$ cat src/rtl/mod_updown_counter_pkg.sv
// Shared definitions for mod_updown_counter: direction encoding and the
// wrapped next-count function used by the counter datapath.
package mod_updown_counter_pkg;

  localparam logic DIR_UP = 1'b1;
  localparam logic DIR_DN = 1'b0;

  // Count values are carried at 32 bits; the modulus needs one extra bit
  // so that MODULUS = 2^32 is representable.
  localparam int unsigned CNT_W = 32;
  localparam int unsigned MOD_W = 33;

  // Next count after one step in direction dir, wrapping modulo 'modulus'.
  function automatic logic [CNT_W-1:0] next_count(
    input logic [CNT_W-1:0] cur,
    input logic             dir,
    input logic [MOD_W-1:0] modulus
  );
    logic [MOD_W-1:0] last;
    last = modulus - MOD_W'(1);
    if (dir == DIR_UP) begin
      return (MOD_W'(cur) == last) ? '0 : cur + CNT_W'(1);
    end else begin
      return (cur == '0) ? CNT_W'(last) : cur - CNT_W'(1);
    end
  endfunction

  // True when a step from 'cur' in direction dir crosses the wrap point.
  function automatic logic is_wrap_step(
    input logic [CNT_W-1:0] cur,
    input logic             dir,
    input logic [MOD_W-1:0] modulus
  );
    if (dir == DIR_UP) begin
      return MOD_W'(cur) == (modulus - MOD_W'(1));
    end else begin
      return cur == '0;
    end
  endfunction

endpackage

$ cat src/rtl/mod_updown_counter_bin_to_gray.sv
// Combinational binary-to-Gray converter.
module bin_to_gray #(
  parameter int unsigned WIDTH = 4
) (
  input  logic [WIDTH-1:0] bin_i,
  output logic [WIDTH-1:0] gray_o
);

  // Gray code: each bit is the XOR of adjacent binary bits.
  assign gray_o = bin_i ^ (bin_i >> 1);

endmodule

$ cat src/rtl/mod_updown_counter.sv
// Modulo-MODULUS up/down counter with load, clear, terminal-count, wrap pulse
// and sticky out-of-range load flag.
// Optional: define MOD_UPDOWN_COUNTER_GRAY_EN to add a registered Gray-coded
// copy of the count on q_gray.
module mod_updown_counter
  import mod_updown_counter_pkg::*;
#(
  parameter int unsigned     WIDTH   = 4,
  parameter longint unsigned MODULUS = 16
) (
  input  logic             clk,
  input  logic             reset,
  input  logic             en,
  input  logic             up_dn,
  input  logic             load,
  input  logic [WIDTH-1:0] load_val,
  input  logic             clear,
  output logic [WIDTH-1:0] q,
  output logic             tc,
  output logic             wrap,
`ifdef MOD_UPDOWN_COUNTER_GRAY_EN
  output logic [WIDTH-1:0] q_gray,
`endif
  output logic             load_err
);

  localparam logic [MOD_W-1:0] MOD_EXT = MOD_W'(MODULUS);
  localparam logic [WIDTH-1:0] Q_LAST  = WIDTH'(MODULUS - 64'd1);

  // Reject parameter combinations outside the legal range at elaboration.
  if (WIDTH < 2 || WIDTH > 32) begin : g_bad_width
    $error("mod_updown_counter: WIDTH must be in 2..32");
  end
  if (MODULUS < 64'd2 || MODULUS > (64'd1 << WIDTH)) begin : g_bad_modulus
    $error("mod_updown_counter: MODULUS must be in 2..2^WIDTH");
  end

  logic [WIDTH-1:0] q_q, q_d;
  logic             wrap_q, wrap_d;
  logic             load_err_q, load_err_d;

  // Next-state: clear beats load beats enabled step; otherwise hold.
  always_comb begin
    q_d        = q_q;
    wrap_d     = 1'b0;
    load_err_d = load_err_q;
    if (clear) begin
      q_d        = '0;
      load_err_d = 1'b0;
    end else if (load) begin
      if (64'(load_val) < MODULUS) begin
        q_d = load_val;
      end else begin
        q_d        = Q_LAST;
        load_err_d = 1'b1;
      end
    end else if (en) begin
      q_d    = WIDTH'(next_count(CNT_W'(q_q), up_dn, MOD_EXT));
      wrap_d = is_wrap_step(CNT_W'(q_q), up_dn, MOD_EXT);
    end
  end

  // Counter state and flag registers.
  always_ff @(posedge clk or posedge reset) begin
    if (reset) begin
      q_q        <= '0;
      wrap_q     <= 1'b0;
      load_err_q <= 1'b0;
    end else begin
      q_q        <= q_d;
      wrap_q     <= wrap_d;
      load_err_q <= load_err_d;
    end
  end

`ifdef MOD_UPDOWN_COUNTER_GRAY_EN
  logic [WIDTH-1:0] gray_d;
  logic [WIDTH-1:0] q_gray_q;

  bin_to_gray #(.WIDTH(WIDTH)) u_bin_to_gray (
    .bin_i  (q_d),
    .gray_o (gray_d)
  );

  // Gray copy registered from the next count so it tracks q on the same edge.
  always_ff @(posedge clk or posedge reset) begin
    if (reset) begin
      q_gray_q <= '0;
    end else begin
      q_gray_q <= gray_d;
    end
  end

  assign q_gray = q_gray_q;
`endif

  assign q        = q_q;
  assign wrap     = wrap_q;
  assign load_err = load_err_q;

  // Terminal count: next enabled step in the current direction will wrap.
  assign tc = en & (((up_dn == DIR_UP) && (q_q == Q_LAST)) ||
                    ((up_dn == DIR_DN) && (q_q == '0)));

endmodule

$ cat config.mk
export PLATFORM = sky130hd
export DESIGN_NAME = mod_updown_counter
export DESIGN_NICKNAME = d
export VERILOG_FILES = /design/src/rtl/mod_updown_counter_pkg.sv /design/src/rtl/mod_updown_counter_bin_to_gray.sv /design/src/rtl/mod_updown_counter.sv
export SDC_FILE = /design/constraint.sdc
export NUM_CORES = 1
export LEC_CHECK = 0
export BUFFER_PORTS_ARGS = -buffer_cell sky130_fd_sc_hd__buf_2
export CORE_AREA = 2 2 39 41
export CTS_BUF_LIST = sky130_fd_sc_hd__clkbuf_16
export CTS_CLUSTER_SIZE = 14
export DETAILED_ROUTE_END_ITERATION = 6
export DIE_AREA = 0 0 41 43
export PLACE_DENSITY = 0.58
export SYNTH_ARGS = -nofsm -noshare
export SYNTH_HDL_FRONTEND = slang
export SYNTH_SLANG_ARGS = --single-unit
$ cat constraint.sdc
create_clock -name clk -period 1.9 [get_ports clk]
set_clock_uncertainty 0.05 [all_clocks]
set_input_delay 0.38 -clock clk [delete_from_list [all_inputs] [get_ports clk]]
set_output_delay 0.38 -clock clk [all_outputs]
set_load 0.05 [all_outputs]
# Word-level counts from Yosys, hierarchy flattened

Cells that the tools add are included.

Bits of input ports: 10
Output and inout bits: 7
Register bits: 5
Word-level logic and storage cells: 22

Bitwise gates (word level): 2
Add/sub/neg operators: 2
Multiplexer cells: 10
Reduce and logical (&&, ||, !) cells: 5
Equal/unequal tests: 1

Operator list:

| cell                                                               | number |
|---|---|
| 4-bit two-way mux                                                  | 6 |
| 4-bit by 1-bit adder with 4-bit output, second input constant      | 1 |
| 4-bit equality test, second input constant                         | 1 |
| 4-bit logical NOT                                                  | 1 |
| 1-bit two-way mux                                                  | 4 |
| 4-bit by 1-bit subtractor with 4-bit output, second input constant | 1 |
| 3-bit nonzero test                                                 | 1 |
| 1-bit logical AND                                                  | 2 |
| 1-bit AND                                                          | 1 |
| 1-bit logical OR                                                   | 1 |
| 1-bit NOT                                                          | 1 |

# Logic depth before layout (Yosys ltp)

Word-level depth: 6
Depth in mapped cells: 6
Gate-level depth less buffers: 6

# Least setup slack after synthesis

Ideal clock, no wire load.

Path kind: register to output
Start: register q_q[0] (netlist: q[0])
End: output tc
Cell stages (with the launch flop): 6
Slack: -0.328 ns
Data required time: 1.470 ns
Data arrival time: 1.798 ns
Buffers on the path: 0
Cells stage by stage: dfrtp_1 inv_2 ha_1 or3b_1 o21ai_1 and2_1

Cells in the longest elaborated chain, start to end: 4

RTL lines:

| item                                                            | RTL line                                             | RTL |
|---|---|---|
| from (decl)                                                     | mod_updown_counter.sv:38                             | `logic [WIDTH-1:0] q_q, q_d;` |
| from (signal assigned)                                          | mod_updown_counter.sv:70                             | `q_q <= q_d;` |
| 4-bit equality test / 4-bit logical NOT (equally long branches) | mod_updown_counter.sv:102, mod_updown_counter.sv:103 |  |
| 1-bit logical AND (on tied branches)                            | mod_updown_counter.sv:102, mod_updown_counter.sv:103 |  |
| 1-bit logical OR (*)                                            | mod_updown_counter.sv:102                            | `assign tc = en & (((up_dn == DIR_UP) && (q_q == Q_LAST)) \|\|` |
| 1-bit AND (*)                                                   | mod_updown_counter.sv:102                            |  |
| to (decl)                                                       | mod_updown_counter.sv:19                             | `output logic tc,` |

Every way passes the cells marked *; elsewhere a longest branch is shown, timed or not.

# Final worst setup path

Start: register q_q[1] (netlist: q[1])
End: output tc

The elaborated chain is that of the path after synthesis.

==> reports/summary.md <==
- **vias in the first global route** 381
- **DRC violation total after the first TritonRoute iteration** 7
- **Synth area leaders** sky130_fd_sc_hd__dfrtp_1 31%, sky130_fd_sc_hd__ha_1 6.1%, sky130_fd_sc_hd__inv_1 5.5%
- **post-synthesis average cell area** 8.89 um^2
- **clk_lat worst skew** 0.23 ns
- **net count of the mapped netlist** 58
- **flip-flop and latch count after synthesis** 5
- **leakage power total** 0.000325 uW
- **IR drop worst, VDD** 521 uV
- **layout overhead on the synthesized area** 64.2%
- **detailed-routing iteration count for the pre-antenna-repair pass** 2
- **total number of nets in the final design** 85
- **overall power** 623 uW
- **gate count after technology mapping** 46
- **Yosys top cell by area** sky130_fd_sc_hd__dfrtp_1
- **top_reg_cell synth** sky130_fd_sc_hd__dfrtp_1
- **filler cell count** 136
- **commonest cells in the netlist** 6 x sky130_fd_sc_hd__inv_1, 5 x sky130_fd_sc_hd__dfrtp_1, 4 x sky130_fd_sc_hd__a21oi_1, 3 x sky130_fd_sc_hd__nor2_1
- **Final Hold Violating Endpoints** 0
- **global-route wire length before repair** 1.57 mm
- **core region area** 0.00138 mm^2
- **grt ovf** 0
- **clock tree from TritonCTS** done
- **internal power component** 458 uW
- **TritonCTS Buffers** 3
- **DR vias** 418
- **Min Clock Period, post-route** 2.06 ns
- **fraction of power spent switching nets** 26.5%
- **status** finished with violations
- **endpoints failing setup** 1
- **power dissipated by switching net loads** 165 uW
- **nature of the critical path endpoint** output pin
- **detailed-placement wirelength estimate** 722 um
- **post-synthesis cell area** 409 um^2
- **endpoint arrival time on the critical path** 1.63 ns
- **Die Footprint** 0.00176 mm^2
- **fraction of post-synthesis cell area in the top cell type by area** 30.6%
- **Power per Cell Area** 928 mW/mm^2
- **Std-Cell Rows** 14
- **worst setup slack after placement** -0.0157 ns
- **violated checks** negative setup slack
- **CP Data Required Time** 1.47 ns
- **Ys Warns** 0
- **count of flip-flops with a built-in enable after synthesis** 0
- **sequential power share** 19.4%
- **share of the yosys chip area belonging to registers** 30.6%
- **kind of path behind the tightest hold check** primary input to flop
- **starting density of the core** 29.6%
- **number of maximum-capacitance violations** 0
- **final core utilization** 48.6%
- **average vias per placed instance** 4.75
- **sinks on the clock net** 5
- **most frequent cell after synthesis** sky130_fd_sc_hd__inv_1
- **DRC Markers** 0
- **post-route ant nets** 0
- **number of max-slew violations in the final report** 0
- **Max Clk Rate** 485 MHz
- **logic gate share of total power** 26.4%
- **Root Driver** sky130_fd_sc_hd__clkbuf_16
- **Setup WS post-layout** -0.162 ns
- **proportion of register bits with asynchronous set or reset after synthesis** 100%
- **pin count of the biggest net entering global routing** 9
- **critical path start-end classification** flop to output pin
- **unrepaired setup endpoints after global routing** true
- **vertical extent of the die** 43 um
- **die extent in x** 41 um
- **number of diodes** 0
- **share of the clock period used by the worst path** 109%
- **CTS max path bufs** 2
- **layout cells sized above 1** 50.0%
- **final RePlAce weighted congestion** 0.720
- **clk slew on worst S/H paths** 0.03 ns
- **setup TNS** -0.162 ns
- **wire length per cell** 11.4 um
- **maximum fanout count along the critical path** 3
- **top-level port count** 17
- **count of buffers inserted at the top-level ports** 15
- **Synth cell types** 29
- **gr usage total** 13.7%
- **antenna violations before repair** 0
- **type of element launching the critical path** flop
- **count of H-tree levels built during CTS** 1
- **Clock power frac** 54.2%
- **aggregate routed wire length** 999 um
==> state kept, by name, indices dropped and copies added, names as in the netlist <==
name  cells
wrap      1
q         4
==> worst paths after layout <==
check | startpoint | end | slack, ns | depth (start not counted)
max in group asynchronous | reset | q[0] | 1.06 | 3
hold reg to reg | q[3] | q[3] | 0.72 | 3
hold / removal | clear | q[1] | 0.34 | 2
setup / recovery | q[1] | tc | -0.16 | 6
min in group asynchronous | reset | q[3] | 0.56 | 3
setup reg to reg | q[1] | q[0] | 0.14 | 7
==> power groups by stage <==
stage          combinational, uW  clock (uW)  sequential [uW]
5_1_grt                      178         352              122
3_3_place_gp                 144           0              122
2_1_floorplan               69.2           0              155
4_1_cts                      156         346              121
6_report                     164         338              121
3_5_place_dp                 145           0              122
==> cell usage in the layout, fill, tap and decap left out, types with 2 or more instances in the layout <==
cell	Yosys	routed
sky130_fd_sc_hd__nor2_1	3	3
sky130_fd_sc_hd__dfrtp_1	5	3
sky130_fd_sc_hd__dfrtp_2	0	2
sky130_fd_sc_hd__a211oi_1	2	2
sky130_fd_sc_hd__buf_2	0	14
sky130_fd_sc_hd__xnor2_1	2	2
sky130_fd_sc_hd__inv_2	1	2
sky130_fd_sc_hd__clkbuf_16	0	3
sky130_fd_sc_hd__buf_4	1	7
sky130_fd_sc_hd__inv_1	6	6
sky130_fd_sc_hd__a21oi_1	4	4
==> layout make-up <==
cell class                 instances  area [um^2]  area share (%)
multi-input combinational         33          272            40.4
timing repair buffer              23          148            22.0
sequential                         5          128            19.0
clock buffer                       3         75.1            11.2
inverter                           7         26.3            3.91
tap                               16         20.0            2.98
clock inverter                     1         3.75           0.559
==> cell families (layout without fill, tap and decap cells) <==
kind of cell               after synthesis  count (layout)  synth area share, %
and+or+nand+nor                         11              11                 15.9
adders and majority gates                2               2                 6.12
muxes                                    2               2                 5.20
DFF                                      5               5                 30.6
xor gates and xnor gates                 2               2                 4.28
buffers and inverters                    8              34                 8.26
other                                    1               1                0.917
AOI/OAI and AO/OA                       15              15                 28.7
==> per-layer routing <==
layer | global-route usage, % | up-vias | wire length (um)
met4 | 10.0 | 0 | 23
met3 | 3.14 | 3 | 64
met2 | 18.1 | 11 | 447
met5 | 0 | - | 0
met1 | 18.5 | 186 | 463
li1 | - | 218 | -
==> metrics by stage <==
step | hold WS, ns | cell area, um^2 | cells
floorplan | 0.108 | 427 | 46
global placement | 0.227 | 537 | 79
detailed placement | 0.235 | 537 | 79
CTS | 0.335 | 651 | 86
global route | 0.353 | 672 | 88
finish | 0.340 | 672 | 88
==> worst max-delay path, cell delays in order, from the launching register on <==
cell                      delay [ns]
sky130_fd_sc_hd__dfrtp_2        0.39
sky130_fd_sc_hd__inv_2          0.07
sky130_fd_sc_hd__ha_4           0.13
sky130_fd_sc_hd__or3b_4         0.38
sky130_fd_sc_hd__o21ai_2        0.13
sky130_fd_sc_hd__and2_4         0.16
sky130_fd_sc_hd__buf_8          0.14
==> timing repair <==
item,in CTS,in global routing
hold buffers,1,0
pin swaps,1,2
hold endpoints to repair,5,0
buffers inserted,2,2
setup endpoints to repair,1,2
resized for setup,3,2
No activity file was read; power rests on OpenSTA's default activity.
